==> src/rtl/serial_parallel_conv_pkg.sv <==
// Shared definitions for the serial-to-parallel converter: bit-order encodings
// and the bit-counter width helper.
package serial_parallel_conv_pkg;

    localparam bit MSB_FIRST_E = 1'b1;
    localparam bit LSB_FIRST_E = 1'b0;

    // Counter width for a WIDTH-bit word; never narrower than one bit.
    function automatic int calc_cw(input int width);
        int cw;
        cw = $clog2(width);
        return (cw < 1) ? 1 : cw;
    endfunction

endpackage

==> src/rtl/serial_parallel_conv_shift_core.sv <==
// Shift register and bit counter that frame the serial stream into words.
// Exposes the word as it will look after the current bit, plus a done strobe.
module sp_shift_core
    import serial_parallel_conv_pkg::*;
#(
    parameter int WIDTH     = 4,
    parameter bit MSB_FIRST = MSB_FIRST_E,
    localparam int CW       = calc_cw(WIDTH)
) (
    input  logic             clk,
    input  logic             CLR,
    input  logic             d_in,
    input  logic             d_valid,
    input  logic             sync,
    output logic [WIDTH-1:0] word,
    output logic [CW-1:0]    bit_cnt,
    output logic             done
);

    localparam logic [CW-1:0] LAST = CW'(WIDTH - 1);

    logic [WIDTH-1:0] sh;
    logic [WIDTH-1:0] fresh;

    // fresh is the current bit dropped into an otherwise cleared register,
    // used when sync restarts framing on a valid bit.
    generate
        if (MSB_FIRST == MSB_FIRST_E) begin : g_msb
            assign word  = {sh[WIDTH-2:0], d_in};
            assign fresh = {{(WIDTH-1){1'b0}}, d_in};
        end else begin : g_lsb
            assign word  = {d_in, sh[WIDTH-1:1]};
            assign fresh = {d_in, {(WIDTH-1){1'b0}}};
        end
    endgenerate

    assign done = d_valid && !sync && (bit_cnt == LAST);

    always_ff @(posedge clk or posedge CLR) begin
        if (CLR) begin
            sh      <= '0;
            bit_cnt <= '0;
        end else if (sync) begin
            if (d_valid) begin
                sh      <= fresh;
                bit_cnt <= CW'(1);
            end else begin
                sh      <= '0;
                bit_cnt <= '0;
            end
        end else if (d_valid) begin
            sh      <= word;
            bit_cnt <= done ? '0 : bit_cnt + CW'(1);
        end
    end

endmodule

==> src/rtl/serial_parallel_conv.sv <==
// Serial-to-parallel converter: frames serial bits into WIDTH-bit words and
// presents them on a registered output with valid/ready and a sticky overrun.
module serial_parallel_conv
    import serial_parallel_conv_pkg::*;
#(
    parameter int WIDTH     = 4,
    parameter bit MSB_FIRST = MSB_FIRST_E,
    localparam int CW       = calc_cw(WIDTH)
) (
    input  logic             clk,
    input  logic             CLR,
    input  logic             d_in,
    input  logic             d_valid,
    input  logic             sync,
    input  logic             q_ready,
    input  logic             ovr_clr,
    output logic [WIDTH-1:0] q,
    output logic             q_valid,
    output logic             overrun,
    output logic [CW-1:0]    bit_cnt
);

    logic [WIDTH-1:0] word;
    logic             done;
    logic             consume;
    logic             ovr_set;

    sp_shift_core #(
        .WIDTH     (WIDTH),
        .MSB_FIRST (MSB_FIRST)
    ) u_core (
        .clk     (clk),
        .CLR     (CLR),
        .d_in    (d_in),
        .d_valid (d_valid),
        .sync    (sync),
        .word    (word),
        .bit_cnt (bit_cnt),
        .done    (done)
    );

    assign consume = q_valid && q_ready;
    // A completion only counts as an overrun if the old word is not being taken now.
    assign ovr_set = done && q_valid && !q_ready;

    always_ff @(posedge clk or posedge CLR) begin
        if (CLR) begin
            q       <= '0;
            q_valid <= 1'b0;
            overrun <= 1'b0;
        end else begin
            if (done) begin
                q       <= word;
                q_valid <= 1'b1;
            end else if (consume) begin
                q_valid <= 1'b0;
            end

            if (ovr_set) begin
                overrun <= 1'b1;
            end else if (ovr_clr) begin
                overrun <= 1'b0;
            end
        end
    end

endmodule

==> config.mk <==
export PLATFORM = sky130hd
export DESIGN_NAME = serial_parallel_conv
export DESIGN_NICKNAME = d
export VERILOG_FILES = /design/src/rtl/serial_parallel_conv_pkg.sv /design/src/rtl/serial_parallel_conv_shift_core.sv /design/src/rtl/serial_parallel_conv.sv
export SDC_FILE = /design/constraint.sdc
export NUM_CORES = 1
export LEC_CHECK = 0
export CAP_MARGIN = 20
export CORE_AREA = 2 2 39 41
export DETAILED_ROUTE_END_ITERATION = 12
export DIE_AREA = 0 0 41 43
export PLACE_DENSITY = 0.65
export SLEW_MARGIN = 20
export SYNTH_ARGS = -nofsm -noshare
export SYNTH_HDL_FRONTEND = slang
export SYNTH_SLANG_ARGS = --single-unit
==> constraint.sdc <==
create_clock -name clk -period 3.1 [get_ports clk]
set_clock_uncertainty 0.2 [all_clocks]
set_input_delay 0.31 -clock clk [delete_from_list [all_inputs] [get_ports clk]]
set_output_delay 0.31 -clock clk [all_outputs]
set_load 0.01 [all_outputs]
==> run metrics <==
post-synthesis cell count=34; critical-path cell list=clkdlybuf4s50_1; final setup vio count=0; 1st-pass router iterations=4; Max Cap Viol=0; placed cell area=623 sq um; endpoint class of the critical path=output port; clk root buf=clkbuf_4; Power Dens Cells=560 mW/mm^2; clk slew on worst S/H paths=0.07 ns; Pleak=0.000327 uW; Hold Crit Class=input port to async pin; die area=0.00176 sq mm; Routed Antenna Nets=0; n_diodes=0; Top delay family on crit path=buffers and inverters; final slew viol count=0; WP data arrival=1.19 ns; clk buf depth=2; number of global-route vias before repair=304; # IOs=15; Worst Setup Path Type=flip-flop to output port; switching part of the total=0.252; CP max-delay cell=clkdlybuf4s50_1; TritonCTS clock tree=built; crit path launch type=flip-flop; post-route cell area=649 sq um; Final min period=1.70 ns; die height=43 um; Synth cell types=13; CTS buffer count=3; die width=41 um; initial antenna violation count=0; Worst-Skew Late Latency=0.27 ns; sequential share of power=0.480; DR iter-0 viols=6; final worst setup slack=1.40 ns; layout cells sized above 1=0.157; synthesized flop and latch total=11; initial core utilization=0.343; HPWL after DPL=597 um; setup repair bufs after CTS=0; routability congestion estimate=0.664; register area=275 sq um; Gate power share=0.248; port buffer count=14; CTS Sinks=11; syn_area_per_cell=13.9 sq um; post-placement setup slack=1.26 ns; largest net degree at the start of global routing=12; reg2reg start=u_core.bit_cnt[0]; number of remaining DRC errors=0; fill count=133; footprint of the multi-input gates=180 sq um; synthesized area=474 sq um; setup TNS=0 ns; yosys warns=0; Switching Power=91.8 uW; Worst-Margin Slew=0.409 ns; total gr overflow=0; P&R area growth vs syn=36.9%; Nets=60; H-tree depth=1; core box area=0.00138 sq mm; Fmax=0.589 GHz; final hold vios=0; Int Power=272 uW; fin util=0.469; RSZ-0062 raised after global routing=false; sequential area share after synthesis=0.580; WL/cell=11.9 um; final WL=800 um; row count=14; relative slew slack=0.727; Reg2Reg Depth=3; outcome=finished, final reports clean; Syn Nets=42; first-pass GRT wire length=1330 um; via count=286; Critical R2R Capture=q[0]; cts repair resizes=0; Final Cycle Share=0.548; Critical Path RT=2.59 ns; post-DR vias/cell=4.27; slowest cell delay on critical path=0.55 ns; maximum vdd drop=0.179 mV; clock share of power=0.272; hold_buf cts=0; worst-path fanout max=3; Buf+Inv Stages, Crit Path=1; r2r setup slk=1.70 ns; all-layer global routing usage=0.117
## registers in the layout, indices dropped and copies added, names as in the netlist
signal	flops
u_core.sh	3
u_core.bit_cnt	2
q	4
q_valid	1
overrun	1
## Yosys cell counts
cell,instances,area (sq um)
dfrtp_1,11,275
mux2i_1,3,30.0
nand3b_4,1,20.0
nor2_1,3,11.3
ha_1,1,12.5
inv_1,2,7.51
buf_6,1,11.3
nand2b_1,3,18.8
o21ai_0,1,5.00
nand2_1,2,7.51
xnor2_1,1,8.76
o22ai_1,1,6.26
mux2_4,4,60.1
## layer usage
metal,track usage,part of all wire
met1,0.167,0.46
met2,0.156,0.46
met3,0.0314,0.059
met4,0.0600,0.026
met5,0,0
## layout by cell type, fill, tap and decap left out
| master | count |
|---|---|
| nand2_1 | 2 |
| nor2_1 | 3 |
| inv_1 | 2 |
| xnor2_1 | 1 |
| clkdlybuf4s50_1 | 14 |
| mux2i_1 | 3 |
| nand2b_1 | 3 |
| o22ai_1 | 1 |
| nand3b_4 | 1 |
| o21ai_0 | 1 |
| clkbuf_1 | 1 |
| dfrtp_1 | 11 |
| clkbuf_4 | 3 |
| ha_1 | 1 |
| mux2_4 | 4 |
## logic make-up (layout without fill, tap and decap cells)
group	after synthesis	count (layout)	synth area share
flip-flops	11	11	0.580
AND/OR/NAND/NOR	9	9	0.121
multiplexers	7	7	0.190
buffers and inverters	3	20	0.0396
AO/OA/AOI/OAI	2	2	0.0237
adder cells (fa/ha/maj)	1	1	0.0264
XOR/XNOR	1	1	0.0185
## power groups by stage
stage / clock network (uW) / registers (uW) / logic, uW
floorplan: 0 / 184 / 36.8
global placement: 0 / 177 / 89.7
detailed placement: 0 / 177 / 90.7
CTS: 99.2 / 175 / 92.2
global route: 106 / 177 / 98.7
finish: 98.8 / 175 / 90.3
## how the worst max path moves through the flow
stage / slack (ns) / depth (start not counted) / end / from
after floorplan: 1.71 / 3 / q[0] / u_core.bit_cnt[0]
after global placement: 1.28 / 3 / q[2] / d_valid
after detailed placement: 1.26 / 3 / q[0] / d_valid
after CTS: 1.39 / 1 / bit_cnt[0] / u_core.bit_cnt[0]
after global routing: 1.37 / 1 / bit_cnt[0] / u_core.bit_cnt[0]
final: 1.40 / 1 / bit_cnt[0] / u_core.bit_cnt[0]
## through the flow
stage                     hold slack, ns  std cells  total power [uW]
final                              0.124         67               364
after global routing               0.170         67               381
after CTS                          0.141         67               367
after detailed placement           0.298         63               268
after global placement             0.301         63               267
after floorplan                  -0.0376         34               221
## final cells by class
cell class	count	area share
Inverter	2	0.0116
Timing Repair Buffer	14	0.216
Sequential cell	11	0.424
Multi-Input combinational cell	20	0.277
Clock buffer	4	0.0405
Tap cell	16	0.0308
(Power assumes the default switching activity.)
